<file path="config.mk">
export PLATFORM = sky130hd
export DESIGN_NAME = sinc3_word_post
export DESIGN_NICKNAME = d
export VERILOG_FILES = /design/src/rtl/sdm_pkg.sv /design/src/rtl/sdm_word_clkgen.sv /design/src/rtl/sinc3_word_post.sv
export SDC_FILE = /design/constraint.sdc
export NUM_CORES = 1
export LEC_CHECK = 0
export CAP_MARGIN = 20
export CORE_MARGIN = 3
export CORE_UTILIZATION = 60
export DETAILED_ROUTE_END_ITERATION = 10
export PLACE_DENSITY_LB_ADDON = 0.12
export SLEW_MARGIN = 5
export SYNTH_ARGS = -nofsm -noshare
export SYNTH_HDL_FRONTEND = slang
export SYNTH_SLANG_ARGS = --single-unit
</file>
<file path="constraint.sdc">
create_clock -name mclkin -period 18.1 [get_ports mclkin]
set_input_delay 2.715 -clock mclkin [delete_from_list [all_inputs] [get_ports mclkin]]
set_output_delay 2.715 -clock mclkin [all_outputs]
set_load 0.005 [all_outputs]
</file>
<file path="src/rtl/sdm_pkg.sv">
// Shared constants and helpers for the sigma-delta acquisition chain stages.
package sdm_pkg;

  localparam int unsigned SDM_WIDTH = 16;
  localparam int unsigned SDM_DR = 256;
  localparam logic [SDM_WIDTH-1:0] SDM_GAIN_ONE = 16'h8000;
  localparam logic signed [SDM_WIDTH-1:0] SDM_SAT_MAX = 16'sh7FFF;
  localparam logic signed [SDM_WIDTH-1:0] SDM_SAT_MIN = 16'sh8000;

  // Clamp a wide signed intermediate into the signed output word range.
  function automatic logic signed [SDM_WIDTH-1:0] sdm_saturate(
    input logic signed [2*SDM_WIDTH:0] v
  );
    logic signed [2*SDM_WIDTH:0] hi;
    logic signed [2*SDM_WIDTH:0] lo;
    hi = {{(SDM_WIDTH+1){SDM_SAT_MAX[SDM_WIDTH-1]}}, SDM_SAT_MAX};
    lo = {{(SDM_WIDTH+1){SDM_SAT_MIN[SDM_WIDTH-1]}}, SDM_SAT_MIN};
    if (v > hi) begin
      return SDM_SAT_MAX;
    end else if (v < lo) begin
      return SDM_SAT_MIN;
    end
    return v[SDM_WIDTH-1:0];
  endfunction

endpackage

</file>
<file path="src/rtl/sdm_word_clkgen.sv">
// Divides the modulator clock into the decimator word clock and marks the
// mid-period point at which the decimator word is safe to capture.
module sdm_word_clkgen #(
  parameter int unsigned DR = 256
) (
  input  logic clk_i,
  input  logic rst_ni,
  output logic word_clk_o,
  output logic capture_o
);

  localparam int unsigned CntW = $clog2(DR);
  localparam logic [CntW-1:0] Half = CntW'(DR / 2);

  logic [CntW-1:0] cnt_q, cnt_d;
  logic            word_clk_q, word_clk_d;

  always_comb begin
    cnt_d      = cnt_q + CntW'(1);
    // High while the next count lies in the lower half of the period.
    word_clk_d = ~cnt_d[CntW-1];
  end

  always_ff @(posedge clk_i or negedge rst_ni) begin
    if (!rst_ni) begin
      cnt_q      <= '0;
      word_clk_q <= 1'b0;
    end else begin
      cnt_q      <= cnt_d;
      word_clk_q <= word_clk_d;
    end
  end

  assign word_clk_o = word_clk_q;
  assign capture_o  = (cnt_q == Half);

endmodule

</file>
<file path="src/rtl/sinc3_word_post.sv">
// Post-decimator stage: word capture, settle discard, offset/gain calibration
// with saturation and a valid/ready output with overrun accounting.
module sinc3_word_post
  import sdm_pkg::*;
#(
  parameter int unsigned DR           = SDM_DR,
  parameter int unsigned WIDTH        = SDM_WIDTH,
  parameter int unsigned SETTLE_WORDS = 4,
  parameter int unsigned DROP_W       = 8
) (
  input  logic                    mclkin,
  input  logic                    rst_n,
  output logic                    word_clk,
  input  logic [WIDTH-1:0]        filt_data,
  input  logic [WIDTH-1:0]        cal_offset,
  input  logic [WIDTH-1:0]        cal_gain,
  output logic signed [WIDTH-1:0] out_data,
  output logic                    out_valid,
  input  logic                    out_ready,
  output logic                    overrun,
  output logic [DROP_W-1:0]       drop_cnt,
  output logic                    settled
);

  localparam int unsigned SetW     = $clog2(SETTLE_WORDS + 1);
  localparam int unsigned ProdW    = 2 * WIDTH + 1;
  localparam int unsigned GainFrac = $clog2(SDM_GAIN_ONE);

  logic capture;

  sdm_word_clkgen #(
    .DR (DR)
  ) u_clkgen (
    .clk_i      (mclkin),
    .rst_ni     (rst_n),
    .word_clk_o (word_clk),
    .capture_o  (capture)
  );

  logic [SetW-1:0]         settle_cnt_q, settle_cnt_d;
  logic                    settled_q, settled_d;
  logic                    cap_vld_q, cap_vld_d;
  logic [WIDTH-1:0]        cap_data_q, cap_data_d;
  logic [WIDTH-1:0]        cap_off_q, cap_off_d;
  logic [WIDTH-1:0]        cap_gain_q, cap_gain_d;
  logic                    s1_vld_q, s1_vld_d;
  logic signed [WIDTH:0]   s1_diff_q, s1_diff_d;
  logic [WIDTH-1:0]        s1_gain_q, s1_gain_d;
  logic                    s2_vld_q, s2_vld_d;
  logic signed [ProdW-1:0] s2_prod_q, s2_prod_d;
  logic signed [WIDTH-1:0] out_data_q, out_data_d;
  logic                    out_valid_q, out_valid_d;
  logic                    overrun_q, overrun_d;
  logic [DROP_W-1:0]       drop_cnt_q, drop_cnt_d;

  always_comb begin
    settle_cnt_d = settle_cnt_q;
    settled_d    = settled_q;
    cap_vld_d    = 1'b0;
    cap_data_d   = cap_data_q;
    cap_off_d    = cap_off_q;
    cap_gain_d   = cap_gain_q;
    if (capture) begin
      // The first words out of the sinc3 are pipeline-fill garbage.
      if (settle_cnt_q < SetW'(SETTLE_WORDS)) begin
        settle_cnt_d = settle_cnt_q + SetW'(1);
        if (settle_cnt_q == SetW'(SETTLE_WORDS - 1)) begin
          settled_d = 1'b1;
        end
      end else begin
        cap_vld_d  = 1'b1;
        cap_data_d = filt_data;
        cap_off_d  = cal_offset;
        cap_gain_d = cal_gain;
      end
    end

    s1_vld_d  = cap_vld_q;
    s1_diff_d = $signed({1'b0, cap_data_q}) - $signed({1'b0, cap_off_q});
    s1_gain_d = cap_gain_q;

    s2_vld_d  = s1_vld_q;
    s2_prod_d = $signed({{WIDTH{s1_diff_q[WIDTH]}}, s1_diff_q})
              * $signed({{(WIDTH+1){1'b0}}, s1_gain_q});

    out_data_d  = out_data_q;
    out_valid_d = out_valid_q;
    overrun_d   = overrun_q;
    drop_cnt_d  = drop_cnt_q;
    if (s2_vld_q) begin
      out_data_d  = sdm_saturate(s2_prod_q >>> GainFrac);
      out_valid_d = 1'b1;
      // A landing result that coincides with a transfer is not a drop.
      if (out_valid_q && !out_ready) begin
        overrun_d = 1'b1;
        if (drop_cnt_q != '1) begin
          drop_cnt_d = drop_cnt_q + DROP_W'(1);
        end
      end
    end else if (out_valid_q && out_ready) begin
      out_valid_d = 1'b0;
    end
  end

  always_ff @(posedge mclkin or negedge rst_n) begin
    if (!rst_n) begin
      settle_cnt_q <= '0;
      settled_q    <= 1'b0;
      cap_vld_q    <= 1'b0;
      cap_data_q   <= '0;
      cap_off_q    <= '0;
      cap_gain_q   <= '0;
      s1_vld_q     <= 1'b0;
      s1_diff_q    <= '0;
      s1_gain_q    <= '0;
      s2_vld_q     <= 1'b0;
      s2_prod_q    <= '0;
      out_data_q   <= '0;
      out_valid_q  <= 1'b0;
      overrun_q    <= 1'b0;
      drop_cnt_q   <= '0;
    end else begin
      settle_cnt_q <= settle_cnt_d;
      settled_q    <= settled_d;
      cap_vld_q    <= cap_vld_d;
      cap_data_q   <= cap_data_d;
      cap_off_q    <= cap_off_d;
      cap_gain_q   <= cap_gain_d;
      s1_vld_q     <= s1_vld_d;
      s1_diff_q    <= s1_diff_d;
      s1_gain_q    <= s1_gain_d;
      s2_vld_q     <= s2_vld_d;
      s2_prod_q    <= s2_prod_d;
      out_data_q   <= out_data_d;
      out_valid_q  <= out_valid_d;
      overrun_q    <= overrun_d;
      drop_cnt_q   <= drop_cnt_d;
    end
  end

  assign out_data  = out_data_q;
  assign out_valid = out_valid_q;
  assign overrun   = overrun_q;
  assign drop_cnt  = drop_cnt_q;
  assign settled   = settled_q;

endmodule

</file>
== Word-level counts from Yosys, hierarchy flattened ==
Cells that the tools add are included.
Widths: inputs -> output; s select.

* Output and inout bits: 28
* Flip-flop bits (word level): 156
* Logic and storage cells: 49
* Input port bits: 51

* Reduce and logical (&&, ||, !) cells: 9
* $lt $le $gt $ge: 3
* $add $sub $neg: 4
* Multiplexer cells: 10
* Eq/ne operators: 3
* Multiply operators: 1
* Bitwise logic cells: 2

{| class="wikitable"
|+ Operators by type and width
! kind !! count
|-
| $mux 16 || 3
|-
| $mul 17x17->33 || 1
|-
| $gt 18x16->1 const B || 1
|-
| $lt 18x16->1 const B || 1
|-
| $sub 16x16->17 || 1
|-
| $add 8x1->8 const B || 2
|-
| $eq 8x8->1 const B || 1
|-
| $ne 8x8->1 const B || 1
|-
| $mux 1 || 7
|-
| $reduce_and 2->1 || 3
|-
| $reduce_and 3->1 || 2
|-
| $add 3x1->3 const B || 1
|-
| $eq 3x2->1 const B || 1
|-
| $lt 3x3->1 const B || 1
|-
| $logic_and 1x1->1 || 2
|-
| $not 1->1 || 2
|-
| $reduce_bool 2->1 || 1
|-
| $logic_not 1->1 || 1
|}

== Logic depth before layout (Yosys ltp) ==
Gate-level depths: netlist of run 1.

* Depth after elaboration: 5
* Mapped depth: 22
* Depth with buffers taken out: 21

== Hierarchy ==
A second synthesis of run 1 with hierarchy kept.

* Cells, all modules: 1568
* Area, all modules: 15522.4 um2

{| class="wikitable"
|+ By module, submodules not included
! module !! area each (um2) !! times used !! cells each !! seq. area each (um2)
|-
| sinc3_word_post || 15138.3 || 1 || 1538 || 3303.2
|-
| sdm_word_clkgen || 384.1 || 1 || 30 || 225.2
|}

== Worst setup path before layout of run 1 ==
No wires, ideal clock.

* Kind: register -> register
* Start point: register s1_gain_q[2]
* End point: register s2_prod_q[31]
* Period minus slack after synthesis: 5765 ps
* Library setup time: 80 ps
* Arrival: 5685 ps
* Stages on the path, launching flop included: 22
* Path slack: 12335 ps
* Data required time: 18020 ps
* Buffers on the path: 1
* Path through: dfrtp_1 clkbuf_1 nand2_1 inv_1 fa_1 inv_1 fa_1 inv_1 fa_1 fa_1 fa_1 inv_1 fa_1 inv_1 ha_1 a21oi_1 o21ai_0 o31ai_1 a21oi_1 a211o_1 a31oi_1 xnor2_1

* Word-level cells in the longest chain between the ends: 1

{| class="wikitable"
|+ Ends and longest elaborated chain
! item !! line !! text
|-
| from (decl) || sinc3_word_post.sv:48 || <nowiki>logic [WIDTH-1:0] s1_gain_q, s1_gain_d;</nowiki>
|-
| from (signal assigned) || sinc3_word_post.sv:131 || <nowiki>s1_gain_q <= s1_gain_d;</nowiki>
|-
| $mul 17x17->33 || sinc3_word_post.sv:84 || <nowiki>* $signed({{(WIDTH+1){1'b0}}, s1_gain_q});</nowiki>
|-
| via s2_prod_d[31] || sinc3_word_post.sv:50 || <nowiki>logic signed [ProdW-1:0] s2_prod_q, s2_prod_d;</nowiki>
|-
| to (signal assigned) || sinc3_word_post.sv:133 || <nowiki>s2_prod_q <= s2_prod_d;</nowiki>
|-
| to (decl) || sinc3_word_post.sv:50 ||
|}

The timed path passes the listed nets, and every way through them passes these cells.
A chain may end at the register's enable or synchronous reset.

== Worst setup path after layout of run 1 ==
* Start point: register s1_gain_q[2]
* End point: register s2_prod_q[30]

The elaborated chain is that of the path after synthesis.

==> results.cfg, run 1 <==
[logic_synthesis]
synth.area.mux_share = 0.00213
syn-num-nets = 2120
synthArstFlopShare = 1.00
syn_area_mm2 = 0.0159
yosysUniqueCellTypes = 49
synth_area_leader_cell = fa_1
synth_compound_area_frac = 0.0629
synth.most_common_cell = inv_1
postSynthCellCount = 1693
synth_xor_area_frac = 0.0287
yosys-top-cells-area = fa_1, dfrtp_1, inv_1
yosys_warnings = 0
synth.yosys.seq_area_share = 0.223
synth_edf_count = 0
synthSimpleGateAreaFrac = 0.155
yosys_register_bits = 141
synthFlopType = dfrtp_1
synth_top_family_by_area = adder cells
synthAdderAreaFrac = 0.426
avgSynthCellArea_um2 = 9.36
netlist.area_leader.share = 0.345
yosys-top-cells-count = inv_1, nand2_1, fa_1

[final_layout]
seqCellArea_mm2 = 0.00353
fin_nets = 2160
final.fill_count = 2100
drive_above_1_share = 0.0275
areaGrowthSynthToFinish_pct = 9.91
n_antenna_cell = 0
multi_input_area_mm2 = 0.0107

[critical_path]
path_class = flip-flop to flip-flop
cpMostUsedCell = fa_1
start_kind = flip-flop
path_buf_inv = 5
slowest_stage = fa_1
cp_max_fo = 17
cpPeakStageDelay_ps = 700
crit_chain = nand2_1, inv_1, fa_1, inv_1, fa_1, inv_1, fa_1, fa_1, fa_1, inv_1, fa_1, inv_1, ha_1, a21oi_1, o21ai_0, a31oi_1, o21ai_0, a211oi_2, o21bai_1, xor2_1
path_delay_family = adder cells
critPathRequiredTime_ps = 18410
endpoint_kind = flip-flop
arrival_ps = 6630

[sta]
grt_setup_unrepaired = no
finalCritPeriodShare = 0.350
max_freq_mhz = 158
slew_viol_final = 0
fin_crit_ps = 6330
setup_viol = 0
hold_viol = 0
fin_skew_ps = 13.2
max_slew_margin = 0.383
setup_tns_ps = 0
tightestPinTransition_ps = 925

[power]
seq_power_share = 0.462
swShare = 0.251
power_switching_mw = 0.171
leakagePower_nw = 9.17
power_density_mw_per_mm2 = 39.1
p_clk_frac = 0.513
p_int_mw = 0.511
peakVddDrop_mv = 0.0568
total_power_mw = 0.682
comb_power_share = 0.025

[clock_tree]
cts.clk_slew.worst_paths_ps = 70
cts.htree.levels = 4
cts_buffer_depth = 2
numClockSinks = 141
cts_hold_buf = 0
ctsRootBufferMaster = clkbuf_16
cts_tree = done
numCtsBuffers = 17
clock_latency_ps = 430
post_cts_buffers = 0
cts_resized = 0

[route]
drcViolationCount = 0
wl_mm = 32.4
vias_per_cell = 5.28
drt_iter0_markers = 596
vias = 11000
ant_nets = 0
post_drt_wl_per_cell_um = 15.6
firstDrtPassIters = 5

[outcome]
outcome = finished, final reports clean

[floorplan]
die_h_um = 169
rows = 58
dieArea_mm2 = 0.0284
core_mm2 = 0.0255
pin_count = 79
die_w_um = 169
start_util = 0.621

[grt]
grt_pass1_vias = 11900
top_usage_layer = met2
grt_max_degree = 74
grt_use_met1 = 0.319
grt_pass1_wl_mm = 57.0
use_met2 = 0.441
met3_usage = 0.0325
track_usage = 0.249
gr-total-overflow = 0
antenna_found_initial = 0

[placement]
place_congestion = 0.916
dp_hpwl_mm = 25.5
port_buffers = 78

[worst_hold_path]
hold_path_class = flip-flop to flip-flop

[run]
max_cap_viol_count = 0
-- layout make-up --
type / count / share of cell area
multi-input cells: 1120 / 0.614
flip-flops and latches: 141 / 0.202
inverters: 373 / 0.0804
repair buffers: 80 / 0.0457
clock buffers: 17 / 0.0244
well taps: 330 / 0.0237
clock inverters: 15 / 0.00941
-- per-stage QoR --
step	area, µm²	cells	hold WS (ps)	util	setup slack, ps
CTS	17400	2076	351	0.682	11840
finish	17400	2076	351	0.682	11770
floorplan	15900	1693	331	-	12330
detailed placement	16800	2044	336	0.659	11860
global placement	16800	2044	335	0.659	12030
global route	17400	2076	370	0.682	11440
-- final timing paths --
path                                        startpoint                          to  cells after the start  slack (ps)
worst max-delay path            s1_gain_q[2]$_DFF_PN0_     s2_prod_q[30]$_DFF_PN0_                     20       11770
worst min-delay path                s1_vld_q$_DFF_PN0_          s2_vld_q$_DFF_PN0_                      0         350
worst max register to register  s1_gain_q[2]$_DFF_PN0_     s2_prod_q[30]$_DFF_PN0_                     20       11770
worst min register to register      s1_vld_q$_DFF_PN0_          s2_vld_q$_DFF_PN0_                      0         350
max in group asynchronous                        rst_n  cap_gain_q[11]$_DFFE_PN0P_                      2       14450
min in group asynchronous                        rst_n     out_data[2]$_DFFE_PN0P_                      1        2270
-- metal layers --
layer  vias up  part of all wire  routed length [µm]
met1      5553              0.42               13400
met4         0             0.032                1040
li1       5115                 -                   -
met5         -                 0                   0
met2       235              0.51               16600
met3        66             0.040                1290
-- state kept, by name, indices dropped and copies added (netlist names), 3 cells and up --
name            cells
s2_prod_q          18
s1_diff_q          17
cap_data_q         16
cap_gain_q         16
cap_off_q          16
out_data           16
s1_gain_q          16
drop_cnt            8
u_clkgen.cnt_q      8
settle_cnt_q        3
-- kinds of logic after synthesis --
group / Yosys count
XOR/XNOR: 52
AND/OR/NAND/NOR: 537
buffers and inverters: 432
adder cells (fa/ha/maj): 376
multiplexers: 3
AO/OA/AOI/OAI: 152
flip-flops: 141
-- placed cells by master, fill, tap and decap left out, types with 2 or more instances in the layout --
| cell | count |
|---|---|
| inv_1 | 372 |
| nand2_1 | 292 |
| fa_1 | 273 |
| dfrtp_1 | 141 |
| and2_1 | 137 |
| ha_1 | 103 |
| clkdlybuf4s50_1 | 77 |
| nor2_1 | 58 |
| o21ai_0 | 47 |
| xnor2_1 | 38 |
| a21oi_1 | 29 |
| o211ai_1 | 18 |
| clkbuf_16 | 17 |
| nand3_1 | 14 |
| xor2_1 | 14 |
| a21o_1 | 12 |
| nor3_1 | 11 |
| o21a_1 | 10 |
| and3_1 | 8 |
| a31oi_1 | 8 |
| nand4_1 | 7 |
| inv_8 | 7 |
| nor2b_1 | 5 |
| a211o_1 | 4 |
| inv_6 | 4 |
| o21bai_1 | 3 |
| mux2_2 | 3 |
| a21oi_2 | 2 |
| nand2b_1 | 2 |
| o41ai_1 | 2 |
| clkinv_8 | 2 |
| clkinv_4 | 2 |
| buf_4 | 2 |
-- power by group through the flow --
stage	Combinational [mW]	Sequential [mW]	Clock, mW
3_5_place_dp	0.0176	0.321	0
6_report	0.0171	0.315	0.350
3_3_place_gp	0.0175	0.321	0
4_1_cts	0.0177	0.315	0.358
2_1_floorplan	0.000192	0.321	0
5_1_grt	0.0190	0.315	0.371
(Power assumes the default switching activity.)
==> run 2, diff against run 1 <==
==> constraint.sdc (replaced) <==
create_clock -name mclkin -period 6 [get_ports mclkin]
set_input_delay 0.9 -clock mclkin [delete_from_list [all_inputs] [get_ports mclkin]]
set_output_delay 0.9 -clock mclkin [all_outputs]
set_load 0.005 [all_outputs]
==> results.cfg, run 2 (synthesis results as in run 1) <==
[grt]
antenna_found_initial = 0
grt_pass1_wl_mm = 58.7
grt_max_degree = 74
grt_pass1_vias = 12200
gr-total-overflow = 0
track_usage = 0.258

[power]
swShare = 0.259
p_clk_frac = 0.520
seq_power_share = 0.455
power_density_mw_per_mm2 = 116
leakagePower_nw = 9.44
power_switching_mw = 0.540
comb_power_share = 0.025
p_int_mw = 1.55
peakVddDrop_mv = 0.180

[sta]
finalCritPeriodShare = 0.963
slew_viol_final = 0
fin_crit_ps = 5780
setup_viol = 0
setup_tns_ps = 0
hold_viol = 0
fin_skew_ps = 17.2
holdWs_ps = 352
grt_setup_unrepaired = no
tightestPinTransition_ps = 933
max_freq_mhz = 173
max_slew_margin = 0.378

[route]
wl_met3_mm = 1.19
drt_iter0_markers = 564
firstDrtPassIters = 5
met2WireLength_mm = 17.1
vias_per_cell = 5.28
post_drt_wl_per_cell_um = 15.8
vias = 11300
drcViolationCount = 0
ant_nets = 0
wl_met1_mm = 14.4
dr.max_layer_used = met4
wl_mm = 33.7

[final_layout]
final_cell_mix = inv_1, nand2_1, fa_1, and2_1, dfrtp_1
instances_no_fill = 2134
drive_above_1_share = 0.0748
areaGrowthSynthToFinish_pct = 13.4
top_register = s2_prod_q
largest_register_ffs = 18
multi_input_area_mm2 = 0.0107
top_regs = s2_prod_q x18, s1_diff_q x17
n_antenna_cell = 0
seqCellArea_mm2 = 0.00355
mostFrequentLayoutCell = inv_1
fin_nets = 2218
final.fill_count = 1983

[placement]
place_congestion = 0.908
dp_hpwl_mm = 26.6
post-place-cells = 2088
port_buffers = 78

[critical_path]
start_kind = flip-flop
cp_max_fo = 8
arrival_ps = 6080
endpoint_kind = flip-flop
path_class = flip-flop to flip-flop
critPathRequiredTime_ps = 6300

[floorplan]
die_h_um = 169
dieArea_mm2 = 0.0284
core_mm2 = 0.0255
die_w_um = 169
rows = 58
pin_count = 79
start_util = 0.621

[clock_tree]
cts.clk_slew.worst_paths_ps = 70
cts_buffer_depth = 2
cts.htree.levels = 4
clock_latency_ps = 440
cts_hold_buf = 0
numCtsBuffers = 17
ctsRootBufferMaster = clkbuf_16
cts_tree = done
numClockSinks = 141

[run]
max_cap_viol_count = 0

[worst_hold_path]
hold_path_class = flip-flop to flip-flop

[outcome]
outcome = finished, final reports clean
-- run 2: final timing paths --
kind / from / endpoint / slack [ps] / depth (start not counted)
max in group asynchronous: rst_n / s1_diff_q[8]$_DFF_PN0_ / 4080 / 2
max: s1_diff_q[6]$_DFF_PN0_ / s2_prod_q[30]$_DFF_PN0_ / 220 / 20
min in group asynchronous: rst_n / out_data[3]$_DFFE_PN0P_ / 460 / 1
min: s1_vld_q$_DFF_PN0_ / s2_vld_q$_DFF_PN0_ / 350 / 0
min reg2reg: s1_vld_q$_DFF_PN0_ / s2_vld_q$_DFF_PN0_ / 350 / 0
max reg2reg: s1_diff_q[6]$_DFF_PN0_ / s2_prod_q[30]$_DFF_PN0_ / 220 / 20
-- run 2: worst max-delay path, stage by stage, from the launching register on --
cell and delay, ps:
dfrtp_1 550, and2_1 260, fa_1 480, inv_1 60, fa_1 490, fa_1 520
inv_1 50, fa_1 470, fa_1 540, inv_1 50, fa_1 530, inv_1 40
ha_1 310, a21o_1 180, a21oi_1 180, buf_4 160, a31oi_2 80, buf_4 190
a211oi_4 250, o21bai_1 110, xor2_1 140
-- run 2: metrics by stage --
stage | utilization | cell area, µm² | total power, mW | setup slack (ps)
floorplan | - | 15900 | 0.969 | 235
global placement | 0.672 | 17200 | 1.02 | 197
detailed placement | 0.672 | 17200 | 1.02 | 82.2
CTS | 0.697 | 17800 | 2.11 | 50.8
global route | 0.704 | 18000 | 2.16 | 5.17
finish | 0.704 | 18000 | 2.09 | 222
-- run 2: power groups by stage --
stage	sequential [mW]	clock, mW	combinational, mW
2_1_floorplan	0.969	0	0.000564
3_3_place_gp	0.968	0	0.0540
3_5_place_dp	0.968	0	0.0546
4_1_cts	0.950	1.10	0.0550
5_1_grt	0.949	1.15	0.0588
6_report	0.950	1.08	0.0531
-- run 2: layer usage --
layer / global-route usage / vias to the layer above
met5: 0 / -
li1: - / 5253
met2: 0.443 / 235
met3: 0.0292 / 59
met1: 0.346 / 5715
met4: 0.0843 / 0
-- run 2: final cells by class --
class / instances / share of cell area
multi-input cells: 1120 / 0.598
flip-flops and latches: 141 / 0.198
inverters: 373 / 0.0779
repair buffers: 138 / 0.0694
clock buffers: 17 / 0.0237
well taps: 330 / 0.0230
clock inverters: 15 / 0.0105
-- run 2: timing repair --
item | CTS | global route
resized for setup | 0 | 33
setup endpoints to repair | 0 | 13
setup buffers | 0 | 14
==> run 3, diff against run 2 <==
--- a/config.mk
+++ b/config.mk
@@ -6,10 +6,10 @@
 export NUM_CORES = 1
 export LEC_CHECK = 0
 export CAP_MARGIN = 20
-export CORE_MARGIN = 3
 export CORE_UTILIZATION = 60
 export DETAILED_ROUTE_END_ITERATION = 10
 export PLACE_DENSITY_LB_ADDON = 0.12
+export SKIP_LAST_GASP = 1
 export SLEW_MARGIN = 5
 export SYNTH_ARGS = -nofsm -noshare
 export SYNTH_HDL_FRONTEND = slang
==> results.cfg, run 3 (synthesis results as in run 1) <==
[floorplan]
die_w_um = 165
pin_count = 79
rows = 59
start_util = 0.610
core_mm2 = 0.0260
dieArea_mm2 = 0.0271
die_h_um = 165

[sta]
setup_tns_ps = 0
max_slew_margin = 0.367
fin_skew_ps = 15.6
holdWs_ps = 359
tightestPinTransition_ps = 949
finalCritPeriodShare = 0.967
fin_crit_ps = 5800
grt_setup_unrepaired = yes
slew_viol_final = 0
max_freq_mhz = 172
setup_viol = 0
hold_viol = 0

[route]
post_drt_wl_per_cell_um = 15.8
drt_iter0_markers = 578
wl_mm = 33.8
firstDrtPassIters = 5
vias = 11200
vias_per_cell = 5.26
ant_nets = 0
drcViolationCount = 0

[final_layout]
fin_area_mm2 = 0.0179
largest_register_ffs = 18
final_cell_mix = inv_1, nand2_1, fa_1, and2_1, dfrtp_1
fin_nets = 2212
n_antenna_cell = 0
final_core_util = 0.689
drive_above_1_share = 0.0706
top_register = s2_prod_q
areaGrowthSynthToFinish_pct = 12.9
top_regs = s2_prod_q x18, s1_diff_q x17
mostFrequentLayoutCell = inv_1
final.fill_count = 2099

[clock_tree]
cts.htree.levels = 4
ctsRootBufferMaster = clkbuf_16
cts_tree = done
numCtsBuffers = 17
cts_hold_buf = 0
cts_buffer_depth = 2
clock_latency_ps = 440
numClockSinks = 141
cts.clk_slew.worst_paths_ps = 70

[grt]
track_usage = 0.282
grt_max_degree = 81
antenna_found_initial = 0
gr-total-overflow = 0
grt_pass1_vias = 12200
grt_pass1_wl_mm = 58.5

[placement]
port_buffers = 78
dp_hpwl_mm = 27.2
dpl_cell_area_mm2 = 0.0172
place_congestion = 0.900

[critical_path]
cp_max_fo = 7
path_class = flip-flop to flip-flop
start_kind = flip-flop
slowest_stage = fa_2
arrival_ps = 6140
critPathRequiredTime_ps = 6340
endpoint_kind = flip-flop
crit_chain = nand2_1, inv_1, fa_2, inv_1, fa_2, inv_2, buf_4, fa_1, fa_1, fa_1, inv_1, fa_1, inv_1, ha_1, o21a_1, o31ai_1, a21oi_1, a211o_1, a31oi_1, xnor2_1
cpPeakStageDelay_ps = 620

[power]
peakVddDrop_mv = 0.148
leakagePower_nw = 9.40
total_power_mw = 2.08
power_density_mw_per_mm2 = 116

[worst_hold_path]
hold_path_class = flip-flop to flip-flop

[outcome]
outcome = finished, final reports clean

[run]
max_cap_viol_count = 0
-- run 3: changes by cell type in the layout (fill, tap and decap cells not counted), moves of 2 or more --
cell	previous run	this run
buf_4	56	53
clkbuf_2	2	0
ha_1	100	102
ha_4	2	0
inv_8	5	3
nand2_1	290	292
nand2_2	3	1
-- run 3: cell type report --
cell class                 count  area, µm²  area share
inverter                     373       1400      0.0782
timing repair buffer         132       1190      0.0666
clock buffer                  17        425      0.0238
tap                          335        419      0.0234
sequential                   141       3550       0.199
multi-input combinational   1120      10700       0.599
clock inverter                15        190      0.0106
-- run 3: per-stage QoR --
stage               worst slack, ps  std cells
finish                          201       2133
global route                  -15.6       2133
CTS                            8.05       2124
detailed placement             65.3       2092
global placement                142       2092
floorplan                       235       1693
-- run 3: critical path: cells and delay by family, from the launching register on --
family / cells / cell delay, ps
adders and majority gates: 7 / 3570
buffers and inverters: 6 / 550
xor gates and xnor gates: 1 / 150
and+or+nand+nor: 1 / 130
DFF: 1 / 460
AOI/OAI and AO/OA: 5 / 830
-- run 3: timing repair --
| item | in CTS | in global routing |
|---|---|---|
| setup endpoints to repair | 2 | 13 |
| resized for setup | 1 | 29 |
| setup buffers | 0 | 9 |
| pin swaps | 0 | 3 |
| endpoints found under the hold margin | 0 | 0 |
-- run 3: layer usage --
layer  up-vias  GRT usage  share of wire
met5         -          0              0
met4         0      0.101          0.031
met3        62     0.0374          0.048
met2       297      0.485           0.51
met1      5630      0.366           0.41
li1       5237          -              -
-- run 3: path summary, 6_finish.rpt --
| kind | from | end | slack (ps) | cells past startpoint |
|---|---|---|---|---|
| min reg2reg | s1_vld_q$_DFF_PN0_ | s2_vld_q$_DFF_PN0_ | 360 | 0 |
| max reg2reg | s1_diff_q[16]$_DFF_PN0_ | s2_prod_q[31]$_DFF_PN0_ | 200 | 20 |
| min | s1_vld_q$_DFF_PN0_ | s2_vld_q$_DFF_PN0_ | 360 | 0 |
| max in group asynchronous | rst_n | s1_diff_q[9]$_DFF_PN0_ | 4140 | 2 |
| max | s1_diff_q[16]$_DFF_PN0_ | s2_prod_q[31]$_DFF_PN0_ | 200 | 20 |
| min in group asynchronous | rst_n | out_data[2]$_DFFE_PN0P_ | 460 | 1 |
-- run 3: power breakdown --
group / switching (mW) / internal [mW] / leakage [nW]
registers: 0 / 0.950 / 1.60
clock network: 0.508 / 0.566 / 0.294
logic: 0.0233 / 0.0290 / 7.51
total: 0.531 / 1.54 / 9.40
